==> config.mk <==
export PLATFORM = sky130hd
export DESIGN_NAME = uart_tx_module
export DESIGN_NICKNAME = d
export VERILOG_FILES = /design/src/rtl/uart_tx_module.sv
export SDC_FILE = /design/constraint.sdc
export NUM_CORES = 1
export LEC_CHECK = 0
export ABC_AREA = 0
export CORE_MARGIN = 2
export CORE_UTILIZATION = 55
export CTS_CLUSTER_DIAMETER = 100
export DETAILED_ROUTE_END_ITERATION = 16
export DONT_BUFFER_PORTS = 1
export PLACE_DENSITY = 0.76
export SYNTH_ARGS = -nofsm -noshare
export SYNTH_HDL_FRONTEND = slang
export SYNTH_SLANG_ARGS = --single-unit
==> constraint.sdc <==
create_clock -name clk_i -period 4.71 [get_ports clk_i]
set_clock_uncertainty 0.15 [all_clocks]
set_input_delay 0.471 -clock clk_i [delete_from_list [all_inputs] [get_ports clk_i]]
set_output_delay 0.471 -clock clk_i [all_outputs]
set_load 0.03 [all_outputs]
==> src/rtl/uart_tx_module.sv <==
// UART transmit serializer.
// Sends start bit, 5..8 data bits LSB first, optional even parity and
// 1 / 1.5 / 2 stop bits. Bit timing is 16 baud_en_i ticks per bit.
//
// Ports:
//   clk_i          system clock (rising edge)
//   rst_i          synchronous active-low reset
//   baud_en_i      16x oversample tick
//   tx_en_i        transmitter enable; gates frame start only
//   tx_start_i     start request / FIFO-not-empty
//   tx_conf_i      [4:3] data length, [2:1] stop bits, [0] parity enable
//   tx_data_i      word to send
//   tx_fifo_en_i   data sourced from external TX FIFO
//   tx_done_o      one-cycle pulse after the frame ends
//   tx_busy_o      frame in progress
//   uart_tx_o      serial line, idle high
//   tx_fifo_pop_o  one-cycle FIFO pop strobe at frame start
module uart_tx_module #(
  parameter int unsigned MAX_UART_DATA_W = 8,
  parameter int unsigned DATA_COUNTER_W  = 3,
  parameter int unsigned STOP_CONF_W     = 2,
  parameter int unsigned DATA_CONF_W     = 2,
  parameter int unsigned SAMPLE_COUNT_W  = 4
) (
  input  logic                                 clk_i,
  input  logic                                 rst_i,
  input  logic                                 baud_en_i,
  input  logic                                 tx_en_i,
  input  logic                                 tx_start_i,
  input  logic [DATA_CONF_W+STOP_CONF_W:0]     tx_conf_i,
  input  logic [MAX_UART_DATA_W-1:0]           tx_data_i,
  input  logic                                 tx_fifo_en_i,
  output logic                                 tx_done_o,
  output logic                                 tx_busy_o,
  output logic                                 uart_tx_o,
  output logic                                 tx_fifo_pop_o
);

  localparam int unsigned CONF_W = DATA_CONF_W + STOP_CONF_W + 1;
  // One extra counter bit so the same counter can cover 2-bit stop periods.
  localparam int unsigned CNT_W  = SAMPLE_COUNT_W + 1;
  localparam int unsigned TICKS  = 1 << SAMPLE_COUNT_W;

  localparam logic [CNT_W-1:0] LAST_1BIT  = CNT_W'(TICKS - 1);
  localparam logic [CNT_W-1:0] LAST_15BIT = CNT_W'(TICKS + TICKS / 2 - 1);
  localparam logic [CNT_W-1:0] LAST_2BIT  = CNT_W'(2 * TICKS - 1);
  // Shortest frame's last bit index (5 data bits -> index 4).
  localparam logic [DATA_COUNTER_W-1:0] MIN_LAST =
    DATA_COUNTER_W'(MAX_UART_DATA_W - (1 << DATA_CONF_W));

  typedef enum logic [2:0] {
    IDLE,
    START,
    DATA,
    PARITY,
    STOP
  } state_t;

  state_t                      state_q, state_d;
  logic [MAX_UART_DATA_W-1:0]  data_q;
  logic [CONF_W-1:0]           conf_q;
  logic [CNT_W-1:0]            cnt_q;
  logic [DATA_COUNTER_W-1:0]   bit_idx_q;
  logic                        done_q;
  logic                        pop_q;

  logic [CNT_W-1:0]            cnt_last;
  logic                        tick_end;
  logic                        start_frame;
  logic                        frame_end;
  logic                        tx_line;
  logic [DATA_COUNTER_W-1:0]   last_idx;
  logic [DATA_COUNTER_W-1:0]   in_last;
  logic [MAX_UART_DATA_W-1:0]  in_mask;

  assign last_idx = MIN_LAST + DATA_COUNTER_W'(conf_q[CONF_W-1 -: DATA_CONF_W]);

  // Unused high data bits are cleared at latch time, so parity is simply
  // the XOR of the whole latched word.
  always_comb begin
    in_last = MIN_LAST + DATA_COUNTER_W'(tx_conf_i[CONF_W-1 -: DATA_CONF_W]);
    in_mask = '0;
    for (int unsigned i = 0; i < MAX_UART_DATA_W; i++) begin
      in_mask[i] = (i <= 32'(in_last));
    end
  end

  always_comb begin
    state_d     = state_q;
    start_frame = 1'b0;
    frame_end   = 1'b0;
    tx_line     = 1'b1;
    cnt_last    = LAST_1BIT;
    if (state_q == STOP) begin
      case (conf_q[STOP_CONF_W:1])
        STOP_CONF_W'(0): cnt_last = LAST_1BIT;
        STOP_CONF_W'(1): cnt_last = LAST_15BIT;
        default:         cnt_last = LAST_2BIT;
      endcase
    end
    tick_end = baud_en_i && (cnt_q == cnt_last);

    case (state_q)
      IDLE: begin
        if (tx_en_i && tx_start_i) begin
          state_d     = START;
          start_frame = 1'b1;
        end
      end
      START: begin
        tx_line = 1'b0;
        if (tick_end) state_d = DATA;
      end
      DATA: begin
        tx_line = data_q[bit_idx_q];
        if (tick_end && (bit_idx_q == last_idx)) begin
          state_d = conf_q[0] ? PARITY : STOP;
        end
      end
      PARITY: begin
        tx_line = ^data_q;
        if (tick_end) state_d = STOP;
      end
      STOP: begin
        if (tick_end) begin
          state_d   = IDLE;
          frame_end = 1'b1;
        end
      end
      default: state_d = IDLE;
    endcase
  end

  always_ff @(posedge clk_i) begin
    if (!rst_i) begin
      state_q   <= IDLE;
      data_q    <= '0;
      conf_q    <= '0;
      cnt_q     <= '0;
      bit_idx_q <= '0;
      done_q    <= 1'b0;
      pop_q     <= 1'b0;
    end else begin
      state_q <= state_d;
      done_q  <= frame_end;
      pop_q   <= start_frame && tx_fifo_en_i;
      if (start_frame) begin
        data_q    <= tx_data_i & in_mask;
        conf_q    <= tx_conf_i;
        cnt_q     <= '0;
        bit_idx_q <= '0;
      end else if ((state_q != IDLE) && baud_en_i) begin
        cnt_q <= tick_end ? '0 : cnt_q + CNT_W'(1);
        if ((state_q == DATA) && tick_end) begin
          bit_idx_q <= (bit_idx_q == last_idx) ? '0 : bit_idx_q + DATA_COUNTER_W'(1);
        end
      end
    end
  end

  assign tx_busy_o     = (state_q != IDLE);
  assign tx_done_o     = done_q;
  assign tx_fifo_pop_o = pop_q;
  assign uart_tx_o     = tx_line;

endmodule

Word level (Yosys, flattened, before mapping) --
Index checks and enable logic that the tools add are counted.
Storage, ports and cells: logic and storage cells 64, bits in registers 26, input port bits 19, output and inout bits 4
Cells by class: bitwise logic cells 2, $add $sub $neg 4, reductions and logical operators 14, $lt $le $gt $ge 8, equality and inequality tests 12, muxes and demuxes 17
Operators with widths (number):
- 3-bit 2-to-1 mux | 7
- 3-bit one-hot mux with 5 select lines | 1
- 3-bit less-or-equal comparator, first input constant | 4
- 5-bit 2-to-1 mux | 2
- 2-bit != test, second input constant | 5
- 5-bit one-hot mux with 2 select lines | 1
- 8-bit AND | 1
- 8-bit XOR reduction | 1
- 3-bit by 2-bit adder with 3-bit output, first input constant | 2
- 3-bit by 2-bit == test with 1-bit output, second input constant | 2
- 2-bit by 3-bit less-or-equal comparator with 1-bit output, first input constant | 2
- 1-bit logical AND | 6
- 5-bit by 1-bit adder with 5-bit output, second input constant | 1
- 5-bit == test | 1
- 5-bit AND reduction | 1
- 3-bit by 4-bit < comparator with 1-bit output, second input constant | 1
- 1-bit 2-to-1 mux | 4
- 2-bit AND reduction | 2
- 3-bit by 1-bit adder with 3-bit output, second input constant | 1
- 1-bit binary-select mux with 3-bit select | 1
- 3-bit by 1-bit == test with 1-bit output, second input constant | 1
- 3-bit == test | 1
- 3-bit == test, second input constant | 1
- 1-bit by 3-bit less-or-equal comparator with 1-bit output, first input constant | 1
- other kinds (7) | 7

Depth between registers and ports, before layout --
Gate-level depths: netlist of run 1.
word-level depth 8, depth in mapped cells 8, depth with buffers taken out 6

Worst setup path after synthesis of run 1 --
OpenSTA, ideal clock, no wires.
path kind register -> register, start register cnt_q[0], end register cnt_q[3], slack 2.797 ns, required time 4.486 ns, arrival time 1.689 ns, setup time 0.074 ns, stages on the path, launching flop included 7, path buffers 0, clock period less this slack 1.913 ns, path through dfxtp_1 -> ha_1 -> and3_1 -> and2_1 -> o2bb2ai_2 -> or4_1 -> a31oi_1
On the way: word-level cells in the longest chain between the ends 3, elaborated cells on any way between the ends 4, those cells by class add/sub: 1; eq/ne: 1; mux: 1; reduce/logical: 1
RTL lines:
- start: declaration | line 62 | logic [CNT_W-1:0] cnt_q;
- start signal: assignment | line 153 | cnt_q <= tick_end ? '0 : cnt_q + CNT_W'(1);
- parallel branches: the longest is 2 deep, another holds 5-bit by 1-bit adder with 5-bit output
- 5-bit 2-to-1 mux (*) | line 153
Mark *: on every way between the ends. A chain may end at the register's enable or synchronous reset.

Final worst setup path of run 1 --
start register state_q[0], end output uart_tx_o
On the way: word-level cells in the longest chain between the ends 2, elaborated cells on any way between the ends 4, those cells by class eq/ne: 3; mux: 1
RTL lines:
- start: declaration | line 59 | state_t state_q, state_d;
- start signal: assignment | line 144 | state_q <= state_d;
- 3-bit by 2-bit == test with 1-bit output or 3-bit by 1-bit == test with 1-bit output (tied branches) | line 103 | case (state_q)
- 1-bit one-hot mux with 3 select lines (*) | line 103
- end: declaration | line 35 | output logic uart_tx_o,
Every way passes the cells marked *; elsewhere a longest branch is shown, timed or not.

==> results of run 1 <==
worst reg2reg max path: stages (launching register included):
cell	delay, ns
dfxtp_1	0.57
or3_1	0.49
or2_1	0.47
nand2_1	0.30
a31oi_1	0.23
sequential cells by signal, indices dropped and copies added, names as in the netlist:
signal and flops:
cnt_q 5, conf_q 5, data_q 8, tx_done_o 1
state_q 3, tx_fifo_pop_o 1, bit_idx_q 3
placed cells by master, fill, tap and decap left out, types with 4 or more instances in the layout:
master,instances
a21boi_1,10
a21oi_1,12
dfxtp_1,26
nand2_1,33
nand3_1,9
nor2_1,8
nor3b_1,4
o21ai_0,6
xnor2_1,8
metal layers:
layer | up-vias | track usage (%) | share of wire (%)
met3 | 4 | 4.65 | 9.2
met1 | 572 | 28.6 | 45
met4 | 0 | 7.32 | 0.81
li1 | 620 | - | -
met2 | 52 | 31.8 | 45
met5 | - | 0 | 0
path summary, 6_finish.rpt:
check                    to         start  slack, ns  depth (start not counted)
setup / recovery  uart_tx_o    state_q[0]       2.27                          4
hold / removal    data_q[4]  tx_data_i[4]       0.12                          2
setup reg to reg   cnt_q[3]    state_q[1]       2.43                          4
hold reg to reg   conf_q[3]     conf_q[3]       0.33                          2
power by group:
group          leakage [nW]  internal, W  switching [W]
Sequential            0.211     0.000229      0.0000136
Combinational         0.255    0.0000308      0.0000495
Clock                0.0210    0.0000473      0.0000666
Total                 0.487     0.000307       0.000130
synthesized netlist by cell type, types with 4 or more instances:
cell type  number  area share (%)
a21boi_1       10             5.1
a21oi_1        12             4.1
dfxtp_1        26              35
nand2_1        33             8.4
nand3_1         9             3.1
nor2_1          8             2.0
nor3b_1         4             2.0
o21ai_0         6             2.0
xnor2_1         8             4.8
cells by family (layout without fill, tap and decap cells):
logic type,count (synthesis),in the layout
AND/OR/NAND/NOR,77,77
buffers and inverters,10,6
AO/OA/AOI/OAI,47,47
multiplexers,3,3
adder cells (fa/ha/maj),2,2
XOR/XNOR,10,10
flip-flops,26,26
stage by stage:
stage / setup slack [ns] / std cells / power (W)
3_3_place_gp: 2.54 / 197 / 0.000325
3_5_place_dp: 2.45 / 197 / 0.000327
5_1_grt: 2.11 / 201 / 0.000460
2_1_floorplan: 2.80 / 175 / 0.000320
4_1_cts: 2.28 / 201 / 0.000439
6_report: 2.27 / 201 / 0.000437
final cells by class:
cell class / count / area [um2] / area share [%]
multi-input combinational: 139 / 885 / 59.5
sequential: 26 / 520 / 35.0
tap: 30 / 37.5 / 2.53
clock buffer: 4 / 36.3 / 2.44
inverter: 2 / 7.51 / 0.505
==> flow_metrics.env, run 1 <==
export IMPL_run_status="finished clean"
export IMPL_avgRoutedWirePerCell_um=15.3
export IMPL_wirelength_um=3080
export IMPL_grt_pass1_wl_um=5110
export IMPL_die_h_um=55.7
export IMPL_antenna_found_initial=0
export IMPL_tns_ns=0
export IMPL_root_buffer="clkbuf_4"
export IMPL_drc_errors=0
export IMPL_fin_crit_sh_pct=51.8
export IMPL_clk_pin_slew_worst_paths_ns=0.14
export IMPL_clk_latency_ns=0.32
export IMPL_io_pins=23
export IMPL_initial_utilization_pct=58.9
export IMPL_dpl_hpwl_um=2320
export IMPL_post_cts_setup_buffer_count=0
export IMPL_cp_arrival_ns=1.82
export IMPL_numPortBuffers=0
export IMPL_synth_edf_count=0
export IMPL_synthDistinctLibCells=45
export IMPL_synthMuxAreaShare_pct=3.74
export IMPL_crit_type="reg -> out"
export IMPL_worst_path_buf_inv=0
export IMPL_worst_pin_slew_ns=0.595
export IMPL_yosysSeqAreaShare_pct=35.4
export IMPL_holdWs_ns=0.116
export IMPL_drv_slew=0
export IMPL_routed_via_density=6.21
export IMPL_cellPowerDensity_nw_per_um2=294
export IMPL_setup_viol=0
export IMPL_grt_max_degree=20
export IMPL_diodes=0
export IMPL_endpoint_kind="output port"
export IMPL_num_vias=1248
export IMPL_yosys_warnings=0
export IMPL_rsz0062_at_grt="no"
export IMPL_synth_cells=175
export IMPL_drv_cap=0
export IMPL_htree_levels=1
export IMPL_hold_violations=0
export IMPL_fin_area_um2=1490
export IMPL_rows=18
export IMPL_final_util_pct=59.5
export IMPL_synthArstFlopShare_pct=0
export IMPL_drive_above_1_share_pct=8.19
export IMPL_cts_hold_buffers=0
export IMPL_synthToLayoutAreaGrowth_pct=1.02
export IMPL_cp_slowest_cell="dfxtp_1"
export IMPL_max_freq_ghz=0.410
export IMPL_die_width_um=55.7
export IMPL_syn_nets=196
export IMPL_gp_congestion=0.911
export IMPL_cts_sinks=26
export IMPL_cp_start_kind="flip-flop"
export IMPL_ys_seq_elements=26
export IMPL_max_vdd_ir_drop_uv=186
export IMPL_clock_path_buffers=2
export IMPL_drt_initial_drc_count=33
export IMPL_path_cells="nor2_1 -> and2_0 -> a21oi_1 -> o31a_2"
export IMPL_ctsResizeCount=0
export IMPL_placed_area_um2=1450
export IMPL_netlist_area_um2=1470
export IMPL_cts_tree="done"
export IMPL_fin_crit_ns=2.44
export IMPL_nets=193
export IMPL_max_stage_delay_ns=0.56
export IMPL_first_pass_iters=4
export IMPL_relSlewSlack_pct=60.1
export IMPL_synth_xor_area_share_pct=5.95
export IMPL_synthSimpleGateAreaFrac_pct=26.9
export IMPL_dieArea_um2=3110
export IMPL_core_um2=2500
export IMPL_critical_path_top_delay_family="flip-flops"
export IMPL_grt_total_usage_pct=20.7
export IMPL_synth_compound_area_share_pct=21.9
export IMPL_synthAdderAreaFrac_pct=1.70
export IMPL_required_ns=4.09
export IMPL_numCtsBuffers=3
export IMPL_postRouteAntennaNets=0
export IMPL_grt_pass1_vias=1139
export IMPL_p_leak_nw=0.487
export IMPL_nFillCells=234
export IMPL_synthFlopType="dfxtp_1"
export IMPL_grt_ovfl_total=0
export IMPL_crit_fanout=10
export IMPL_synth_top_family_by_area="simple AND/OR/NAND/NOR gates"
export IMPL_avgSynthCellArea_um2=8.41
export IMPL_min_delay_path_class="in -> reg"
No activity file was read; power rests on OpenSTA's default activity.
==> run 2: changes to the inputs <==
--- a/config.mk
+++ b/config.mk
@@ -11,7 +11,7 @@
 export CTS_CLUSTER_DIAMETER = 100
 export DETAILED_ROUTE_END_ITERATION = 16
 export DONT_BUFFER_PORTS = 1
-export PLACE_DENSITY = 0.76
+export PLACE_DENSITY = 0.79
 export SYNTH_ARGS = -nofsm -noshare
 export SYNTH_HDL_FRONTEND = slang
 export SYNTH_SLANG_ARGS = --single-unit
==> constraint.sdc (replaced) <==
create_clock -name clk_i -period 2 [get_ports clk_i]
set_clock_uncertainty 0.15 [all_clocks]
set_input_delay 0.2 -clock clk_i [delete_from_list [all_inputs] [get_ports clk_i]]
set_output_delay 0.2 -clock clk_i [all_outputs]
set_load 0.03 [all_outputs]
==> flow_metrics.env, run 2 (same netlist as run 1, synthesis figures left out) <==
export IMPL_run_status="finished clean"
export IMPL_worst_pin_slew_ns=0.526
export IMPL_clk_pin_slew_worst_paths_ns=0.14
export IMPL_dpl_hpwl_um=2500
export IMPL_most_common_layout_cells="nand2_1 (33), dfxtp_1 (19), dlygate4sd3_1 (16)"
export IMPL_die_width_um=55.7
export IMPL_drv_cap=0
export IMPL_grt_pass1_wl_um=6050
export IMPL_cp_arrival_ns=1.61
export IMPL_worst_path_buf_inv=0
export IMPL_gp_congestion=0.910
export IMPL_antenna_found_initial=0
export IMPL_required_ns=1.65
export IMPL_holdWs_ns=0.0245
export IMPL_root_buffer="clkbuf_4"
export IMPL_numCtsBuffers=3
export IMPL_core_um2=2500
export IMPL_min_delay_path_class="in -> reg"
export IMPL_cts_tree="done"
export IMPL_cellPowerDensity_nw_per_um2=613
export IMPL_clk_latency_ns=0.32
export IMPL_grt_ovfl_total=0
export IMPL_final_cells=230
export IMPL_first_pass_iters=4
export IMPL_drt_initial_drc_count=54
export IMPL_critical_path_top_delay_family="multiplexers"
export IMPL_routed_via_density=6.17
export IMPL_die_h_um=55.7
export IMPL_final_common_cell="nand2_1"
export IMPL_drc_errors=0
export IMPL_regMostFlops="data_q"
export IMPL_placed_area_um2=1530
export IMPL_finalPower_w=0.00108
export IMPL_grt_total_usage_pct=24.6
export IMPL_io_pins=23
export IMPL_drive_above_1_share_pct=18.5
export IMPL_grt_max_degree=19
export IMPL_crit_fanout=2
export IMPL_max_stage_delay_ns=0.51
export IMPL_p_leak_nw=0.624
export IMPL_fin_area_um2=1770
export IMPL_fin_crit_sh_pct=97.8
export IMPL_relSlewSlack_pct=64.8
export IMPL_htree_levels=1
export IMPL_max_freq_ghz=0.511
export IMPL_crit_type="reg -> out"
export IMPL_cp_slowest_cell="mux4_2"
export IMPL_reg_top3="data_q: 8 flops, cnt_q: 5 flops, conf_q: 5 flops"
export IMPL_cp_start_kind="flip-flop"
export IMPL_nFillCells=189
export IMPL_endpoint_kind="output port"
export IMPL_postRouteAntennaNets=0
export IMPL_tns_ns=0
export IMPL_nets=222
export IMPL_avgRoutedWirePerCell_um=16.2
export IMPL_drv_slew=0
export IMPL_cts_sinks=26
export IMPL_fin_crit_ns=1.96
export IMPL_setup_viol=0
export IMPL_wirelength_um=3730
export IMPL_numPortBuffers=0
export IMPL_synthToLayoutAreaGrowth_pct=20.2
export IMPL_clock_path_buffers=2
export IMPL_grt_pass1_vias=1345
export IMPL_num_vias=1418
export IMPL_path_cells="mux4_2 -> mux2i_1 -> a21oi_1 -> o31a_2"
export IMPL_diodes=0
export IMPL_hold_violations=0
export IMPL_largest_reg_flops=8
export IMPL_rows=18
export IMPL_initial_utilization_pct=58.9
export IMPL_rsz0062_at_grt="yes"
export IMPL_max_vdd_ir_drop_uv=512
export IMPL_dpl_cell_count=208
export IMPL_dieArea_um2=3110
[run 2: repair_timing]
action                     CTS  global route
hold buffers                16             0
pin swaps                    0             0
resized for setup            5            10
setup endpoints to repair    2             5
hold endpoints to repair    21             0
buffers inserted             0             2
[run 2: worst paths after layout]
check                             startpoint   endpoint  slack [ns]  depth (start not counted)
worst max-delay path            bit_idx_q[0]  uart_tx_o        0.04                          4
worst min-delay path                   rst_i   cnt_q[0]        0.02                          2
worst max register to register      cnt_q[0]   cnt_q[3]        0.09                          6
worst min register to register     conf_q[3]  conf_q[3]        0.34                          2
[run 2: final cells by class]
type                    instances  area [um2]  area share [%]
flip-flops and latches         26         534            30.2
multi-input cells             139         896            50.6
inverters                       2        7.51           0.424
well taps                      30        37.5            2.12
clock buffers                   4        36.3            2.05
repair buffers                 29         258            14.6
[run 2: where the power goes]
| group | internal [W] | switching [W] |
|---|---|---|
| registers | 0.000541 | 0.0000314 |
| clock network | 0.000111 | 0.000156 |
| logic | 0.000111 | 0.000135 |
| total | 0.000763 | 0.000322 |
[run 2: per-stage QoR]
step / setup slack (ns) / util, %
after global placement: 0.0807 / 61.3
after detailed placement: 0.0159 / 61.3
final: 0.0442 / 70.8
after CTS: 0.0152 / 69.4
after global routing: -0.0269 / 70.8
after floorplan: 0.0867 / -
[run 2: metal layers]
metal  global-route usage, %  part of all wire (%)  vias to the layer above
met4                    14.6                   4.3                        0
met1                    29.9                    40                      649
met5                       0                     0                        -
li1                        -                     -                      680
met2                    40.5                    48                       72
met3                    4.42                   7.7                       17
==> run 3: changes to the inputs <==
--- a/config.mk
+++ b/config.mk
@@ -11,6 +11,7 @@
 export CTS_CLUSTER_DIAMETER = 100
 export DETAILED_ROUTE_END_ITERATION = 16
 export DONT_BUFFER_PORTS = 1
+export GPL_ROUTABILITY_DRIVEN = 0
 export PLACE_DENSITY = 0.79
 export SYNTH_ARGS = -nofsm -noshare
 export SYNTH_HDL_FRONTEND = slang
==> results of run 3 <==
No change in the layout: final DEF, timing and power equal those of run 2.
